[config.mk]
export PLATFORM = sky130hd
export DESIGN_NAME = imm_gen_skid_flat
export DESIGN_NICKNAME = d
export VERILOG_FILES = /design/src/rtl/imm_gen_skid_if.sv /design/src/rtl/imm_gen_skid.sv /design/src/flat_wrapper.sv
export SDC_FILE = /design/constraint.sdc
export NUM_CORES = 1
export LEC_CHECK = 0
export ABC_AREA = 0
export BUFFER_PORTS_ARGS = -buffer_cell sky130_fd_sc_hd__buf_4
export CORE_MARGIN = 1.5
export CORE_UTILIZATION = 25
export CTS_CLUSTER_DIAMETER = 30
export DETAILED_ROUTE_END_ITERATION = 10
export GPL_ROUTABILITY_DRIVEN = 0
export SYNTH_ARGS = -nofsm -noshare
export SYNTH_HDL_FRONTEND = slang
export SYNTH_SLANG_ARGS = --single-unit
[constraint.sdc]
create_clock -name clk -period 2.13 [get_ports clk]
set_input_delay 0.426 -clock clk [delete_from_list [all_inputs] [get_ports clk]]
set_output_delay 0.426 -clock clk [all_outputs]
set_load 0.01 [all_outputs]
[src/rtl/imm_gen_skid_if.sv]
// Valid/ready bundle for the immediate generator.
// The master side drives the word and consumes the result.
interface imm_gen_skid_if #(
    parameter int XLEN = 32
);
    logic            in_valid;
    logic            in_ready;
    logic [31:0]     instr;
    logic [2:0]      imm_sel;
    logic            out_valid;
    logic            out_ready;
    logic [XLEN-1:0] out_imm;
    logic            out_err;

    modport master (
        output in_valid, instr, imm_sel, out_ready,
        input  in_ready, out_valid, out_imm, out_err
    );

    modport slave (
        input  in_valid, instr, imm_sel, out_ready,
        output in_ready, out_valid, out_imm, out_err
    );
endinterface

[src/rtl/imm_gen_skid.sv]
// RV immediate generator with a 2-entry skid buffer.
// in_ready comes straight from a flop; main register M drives the outputs.
module imm_gen_skid #(
    parameter int XLEN    = 32,
    parameter int SHAMT_W = 5
) (
    input logic           clk,
    input logic           rst_n,
    imm_gen_skid_if.slave bus
);
    typedef enum logic [1:0] {
        EMPTY,
        ONE,
        TWO
    } state_t;

    state_t          state;
    state_t          state_nxt;
    logic            rdy;
    logic [XLEN-1:0] m_imm;
    logic            m_err;
    logic [XLEN-1:0] k_imm;
    logic            k_err;

    logic [31:0]     raw;
    logic            sext;
    logic [XLEN-1:0] dec_imm;
    logic            dec_err;

    logic            push;
    logic            pop;
    logic            load_m;
    logic            load_k;
    logic            m_from_k;

    // Every format is assembled as a 32-bit pattern, then widened.
    always_comb begin
        raw     = '0;
        sext    = 1'b1;
        dec_err = 1'b0;
        case (bus.imm_sel)
            3'd0: raw = {{20{bus.instr[31]}}, bus.instr[31:20]};
            3'd1: raw = {{20{bus.instr[31]}}, bus.instr[31:25],
                         bus.instr[11:7]};
            3'd2: raw = {{20{bus.instr[31]}}, bus.instr[7],
                         bus.instr[30:25], bus.instr[11:8], 1'b0};
            3'd3: raw = {bus.instr[31:12], 12'b0};
            3'd4: raw = {{12{bus.instr[31]}}, bus.instr[19:12],
                         bus.instr[20], bus.instr[30:21], 1'b0};
            3'd5: begin
                raw  = {27'b0, bus.instr[19:15]};
                sext = 1'b0;
            end
            3'd6: begin
                raw  = 32'(bus.instr[20 +: SHAMT_W]);
                sext = 1'b0;
            end
            default: begin
                sext    = 1'b0;
                dec_err = 1'b1;
            end
        endcase
        dec_imm = sext ? XLEN'($signed(raw)) : XLEN'(raw);
    end

    assign push = bus.in_valid & rdy;
    assign pop  = (state != EMPTY) & bus.out_ready;

    always_comb begin
        state_nxt = state;
        load_m    = 1'b0;
        load_k    = 1'b0;
        m_from_k  = 1'b0;
        case (state)
            EMPTY: begin
                if (push) begin
                    state_nxt = ONE;
                    load_m    = 1'b1;
                end
            end
            ONE: begin
                if (push && !pop) begin
                    state_nxt = TWO;
                    load_k    = 1'b1;
                end else if (push && pop) begin
                    load_m    = 1'b1;
                end else if (pop) begin
                    state_nxt = EMPTY;
                end
            end
            TWO: begin
                if (pop) begin
                    state_nxt = ONE;
                    m_from_k  = 1'b1;
                end
            end
            default: state_nxt = EMPTY;
        endcase
    end

    always_ff @(posedge clk or negedge rst_n) begin
        if (!rst_n) begin
            state <= EMPTY;
            rdy   <= 1'b1;
        end else begin
            state <= state_nxt;
            rdy   <= (state_nxt != TWO);
        end
    end

    always_ff @(posedge clk or negedge rst_n) begin
        if (!rst_n) begin
            m_imm <= '0;
            m_err <= 1'b0;
            k_imm <= '0;
            k_err <= 1'b0;
        end else begin
            if (load_m) begin
                m_imm <= dec_imm;
                m_err <= dec_err;
            end else if (m_from_k) begin
                m_imm <= k_imm;
                m_err <= k_err;
            end
            if (load_k) begin
                k_imm <= dec_imm;
                k_err <= dec_err;
            end
        end
    end

    assign bus.in_ready  = rdy;
    assign bus.out_valid = (state != EMPTY);
    assign bus.out_imm   = m_imm;
    assign bus.out_err   = m_err;
endmodule

[src/flat_wrapper.sv]
// flat-port wrapper written by rule: the top's interface ports become plain ports
module imm_gen_skid_flat 
#(
    parameter int XLEN    = 32,
    parameter int SHAMT_W = 5
)
  (clk, rst_n, bus_in_valid, bus_instr, bus_imm_sel, bus_out_ready, bus_in_ready, bus_out_valid, bus_out_imm, bus_out_err);
  imm_gen_skid_if #(.XLEN(XLEN)) bus_i ();
  input logic clk;
  input logic rst_n;
  input wire logic [$bits(bus_i.in_valid)-1:0] bus_in_valid;
  input wire logic [$bits(bus_i.instr)-1:0] bus_instr;
  input wire logic [$bits(bus_i.imm_sel)-1:0] bus_imm_sel;
  input wire logic [$bits(bus_i.out_ready)-1:0] bus_out_ready;
  output wire logic [$bits(bus_i.in_ready)-1:0] bus_in_ready;
  output wire logic [$bits(bus_i.out_valid)-1:0] bus_out_valid;
  output wire logic [$bits(bus_i.out_imm)-1:0] bus_out_imm;
  output wire logic [$bits(bus_i.out_err)-1:0] bus_out_err;
  assign bus_i.in_valid = bus_in_valid;
  assign bus_i.instr = bus_instr;
  assign bus_i.imm_sel = bus_imm_sel;
  assign bus_i.out_ready = bus_out_ready;
  assign bus_in_ready = bus_i.in_ready;
  assign bus_out_valid = bus_i.out_valid;
  assign bus_out_imm = bus_i.out_imm;
  assign bus_out_err = bus_i.out_err;
  imm_gen_skid #(.XLEN(XLEN), .SHAMT_W(SHAMT_W)) u_core (.clk(clk), .rst_n(rst_n), .bus(bus_i));
endmodule
==> impl_results.rst <==
.. list-table::
   :header-rows: 1

   * - Metric
     - Value
   * - WHS
     - approximately 74 ps
   * - WL/cell
     - 15.95 um
   * - Floorplan row count
     - 41
   * - Filler cell count
     - between 1000 and 1500
   * - Number of pins with negative max-slew slack in the final report
     - 0
   * - Stages on the worst setup path
     - 4
   * - Final hold violations
     - 0
   * - Number of primary I/O pins
     - 74
   * - Number of design-rule violations left by the first detailed-router iteration
     - 173
   * - Unrepaired setup endpoints after global routing
     - no
   * - Proportion of power drawn by the clock network
     - 28.3%
   * - Synthesized area divided by synthesized cell count
     - 10.24 um^2
   * - Synthesized netlist cell count
     - 322
   * - Number of DRC violations after detailed routing
     - 0
   * - Antenna-violating nets left
     - 0
   * - Tcrit/Tclk final
     - 88.22%
   * - TritonCTS Buffers
     - 9
   * - Final cell area excluding filler cells
     - 4254 um^2
   * - Setup TNS
     - 0 ps
   * - Buffer depth of the longest clock path
     - 2
   * - Class of the most critical setup path
     - register to register
   * - Instance area after placement
     - 3931 um^2
   * - Vias per cell
     - 4.882
   * - GRT overflow
     - 0
   * - Least-Margin Pin Slew
     - 955.0 ps
   * - Part of the total power dissipated in combinational logic
     - 32.1%
   * - Critical-path cell list
     - or2b_4 -> a21oi_4 -> a22o_1 -> a31o_1
   * - Hold_buf cts
     - 0
   * - Cell area after technology mapping
     - around 3300 um^2
   * - Total Power
     - 5.700 mW
   * - Post-synth ARST share
     - between 90% and 100%
   * - Result of the run
     - finished clean
   * - H-tree depth
     - 3
   * - Worst Setup End Kind
     - register
   * - Number of non-filler instances in the completed layout
     - 561
   * - Most used cells in the layout excluding fill and tap cells
     - 79 x buf_4, 68 x dfrtp_1, 34 x a21oi_1
   * - CP max stage cell
     - a21oi_4
   * - Headroom to the max-slew limit
     - 36.19%
   * - Crit path max fanout
     - 31
   * - Vias in the first global route
     - 2757
   * - Standard cell core area
     - between 10000 and 15000 um^2
   * - Fraction of the yosys area taken by sequential cells
     - a little over half
   * - Crit path time final
     - 1879 ps
   * - Largest voltage drop on the vdd net
     - 504.8 uV
   * - Die height
     - 117.8 um
   * - Width of the die
     - 117.8 um
   * - Initial core utilization
     - 25.91%
   * - Seq pwr share
     - 39.6%
   * - Syn_nets
     - approximately 360
   * - Number of buffer and inverter stages on the critical path
     - 0
   * - Antenna diode count
     - 0
   * - Pin count of the biggest net entering global routing
     - 42
   * - Post-CTS setup buffer count
     - 0
   * - Most common library cell in the layout ignoring fill and taps
     - buf_4
   * - Final setup vio count
     - 0
   * - Arrival time of the worst setup path
     - 2150 ps
   * - TritonCTS clock tree
     - done
   * - 1st-pass router iterations
     - 6
   * - Worst-path clk slew
     - 60 ps
   * - Final routed wirelength across all metal layers
     - 8.947 mm
   * - Flop and latch count out of synthesis
     - between 60 and 70
   * - Maximum operating frequency
     - roughly 0.53 GHz
   * - Relative area change from synthesis to final layout
     - 29.03%
   * - Internal power
     - ~3.8 mW
   * - Worst setup SP type
     - register
   * - Number of enable flip-flop cells after synthesis
     - 0
   * - Total die area
     - 13890 um^2
   * - Flip-flop cell with the highest count after synthesis
     - dfrtp_1
   * - Gates resized, CTS repair
     - 0
   * - Worst slack at placement
     - 88.62 ps
   * - Vias after detailed routing
     - roughly 2700
   * - Path category of the worst min-delay check
     - input port to async pin
   * - Final Skew
     - 4.843 ps
   * - Delay of the slowest critical-path stage
     - 760 ps
   * - Antenna violations before repair
     - 0
   * - Core Util, Final
     - 33.44%
   * - Net count, final
     - 423
   * - Root Buffer
     - clkbuf_16
   * - Switching power
     - 1.857 mW
   * - Max_cap viols
     - 0
   * - Leakage Power
     - approximately 1.9 nW
   * - Global Route Usage Sum
     - roughly 14%
   * - HPWL after DPL
     - 6.169 mm
   * - Number of cells in the design after placement
     - approximately 550
   * - R2r worst-path depth
     - 4
   * - Number of clock sinks seen by CTS
     - 69
   * - Post-layout worst setup margin
     - between 200 and 300 ps
   * - Switching share of power
     - 32.58%
   * - Post-synth cell types
     - 42
   * - Cell Pwr Density
     - between 1000 and 1500 nW/um^2
   * - Wire length of the first global-routing pass
     - 14.92 mm
   * - Worst path top cell family by delay
     - compound AO/OA/AOI/OAI gates
   * - Share of cells above drive strength 1
     - 27.51%
   * - Clock latency reported for the late side of the worst-skew pair
     - around 340 ps
   * - Required time worst endpoint
     - 2400 ps
   * - Count of buffers inserted at the top-level ports
     - 66
   * - Total number of yosys warnings
     - 0
==> flip-flops by register name, indices dropped and copies added, names as in the netlist <==
| signal | count |
|---|---|
| u_core.state | 2 |
| u_core.bus.in_ready | 1 |
| u_core.bus.out_imm | 32 |
| u_core.k_imm | 32 |
| u_core.bus.out_err | 1 |
| u_core.k_err | 1 |
==> Yosys cell counts, types with 3 or more instances <==
cell type	count	area (um^2)
dfrtp_1	68	1702
a21oi_1	34	170.2
nand2_1	32	120.1
o21ai_0	29	145.1
a22oi_1	22	165.2
o21ai_1	20	100.1
buf_2	9	45.04
nor2_1	9	33.78
a221o_1	8	80.08
o22a_1	8	70.07
a22o_1	7	61.31
and2_1	7	43.79
buf_6	7	78.83
mux2i_1	6	60.06
nor2b_1	6	37.54
buf_4	5	37.54
clkbuf_1	4	15.01
a211oi_1	3	22.52
mux2_2	3	33.78
nand2b_1	3	18.77
nand3_1	3	15.01
nand3b_1	3	22.52
==> power by group through the flow <==
stage                     Sequential (mW)  Clock [mW]  Combinational [mW]
final                                2.26        1.61                1.83
after global routing                 2.34        1.72                2.03
after CTS                            2.26        1.65                1.87
after detailed placement             2.28           0                1.86
after global placement               2.25           0                1.83
after floorplan                      2.34           0               0.925
==> layout make-up <==
type / instances / area [um^2] / area share, %
Sequential cell: 69 / 1728 / 40.62
Multi-Input combinational cell: 223 / 1371 / 32.24
Timing Repair Buffer: 80 / 613.1 / 14.41
Clock buffer: 9 / 225.2 / 5.294
Tap cell: 172 / 215.2 / 5.059
Clock inverter: 7 / 97.59 / 2.294
Inverter: 1 / 3.754 / 0.08824
==> routing by layer <==
metal / part of all wire (%) / wire, um / vias up / global-route usage, %
met3: 6.5 / 586 / 16 / 3.828
met4: 2.1 / 192 / 0 / 5.183
met2: 47 / 4169 / 91 / 21.49
met5: 0 / 0 / - / 0
li1: - / - / 1306 / -
met1: 45 / 3999 / 1326 / 18.20
==> logic make-up after synthesis <==
kind of cell | synth area share (%)
AO/OA/AOI/OAI | 27.44
AND/OR/NAND/NOR | 10.97
flip-flops | 52.41
buffers and inverters | 5.996
multiplexers | 2.846
adder cells (fa/ha/maj) | 0.3415
==> path summary, 6_finish.rpt <==
check	slack (ps)	end	startpoint
setup / recovery	250	u_core.bus.out_imm[2]$_DFFE_PN0P_	u_core.state[0]$_DFF_PN0_
hold / removal	70	u_core.bus.out_imm[10]$_DFFE_PN0P_	rst_n
setup reg to reg	250	u_core.bus.out_imm[2]$_DFFE_PN0P_	u_core.state[0]$_DFF_PN0_
hold reg to reg	480	u_core.k_imm[3]$_DFFE_PN0P_	u_core.k_imm[3]$_DFFE_PN0P_
max in group asynchronous	1500	u_core.k_imm[14]$_DFFE_PN0P_	rst_n
min in group clk	340	u_core.k_imm[10]$_DFFE_PN0P_	bus_instr[30]
No activity file was read; power rests on OpenSTA's default activity.
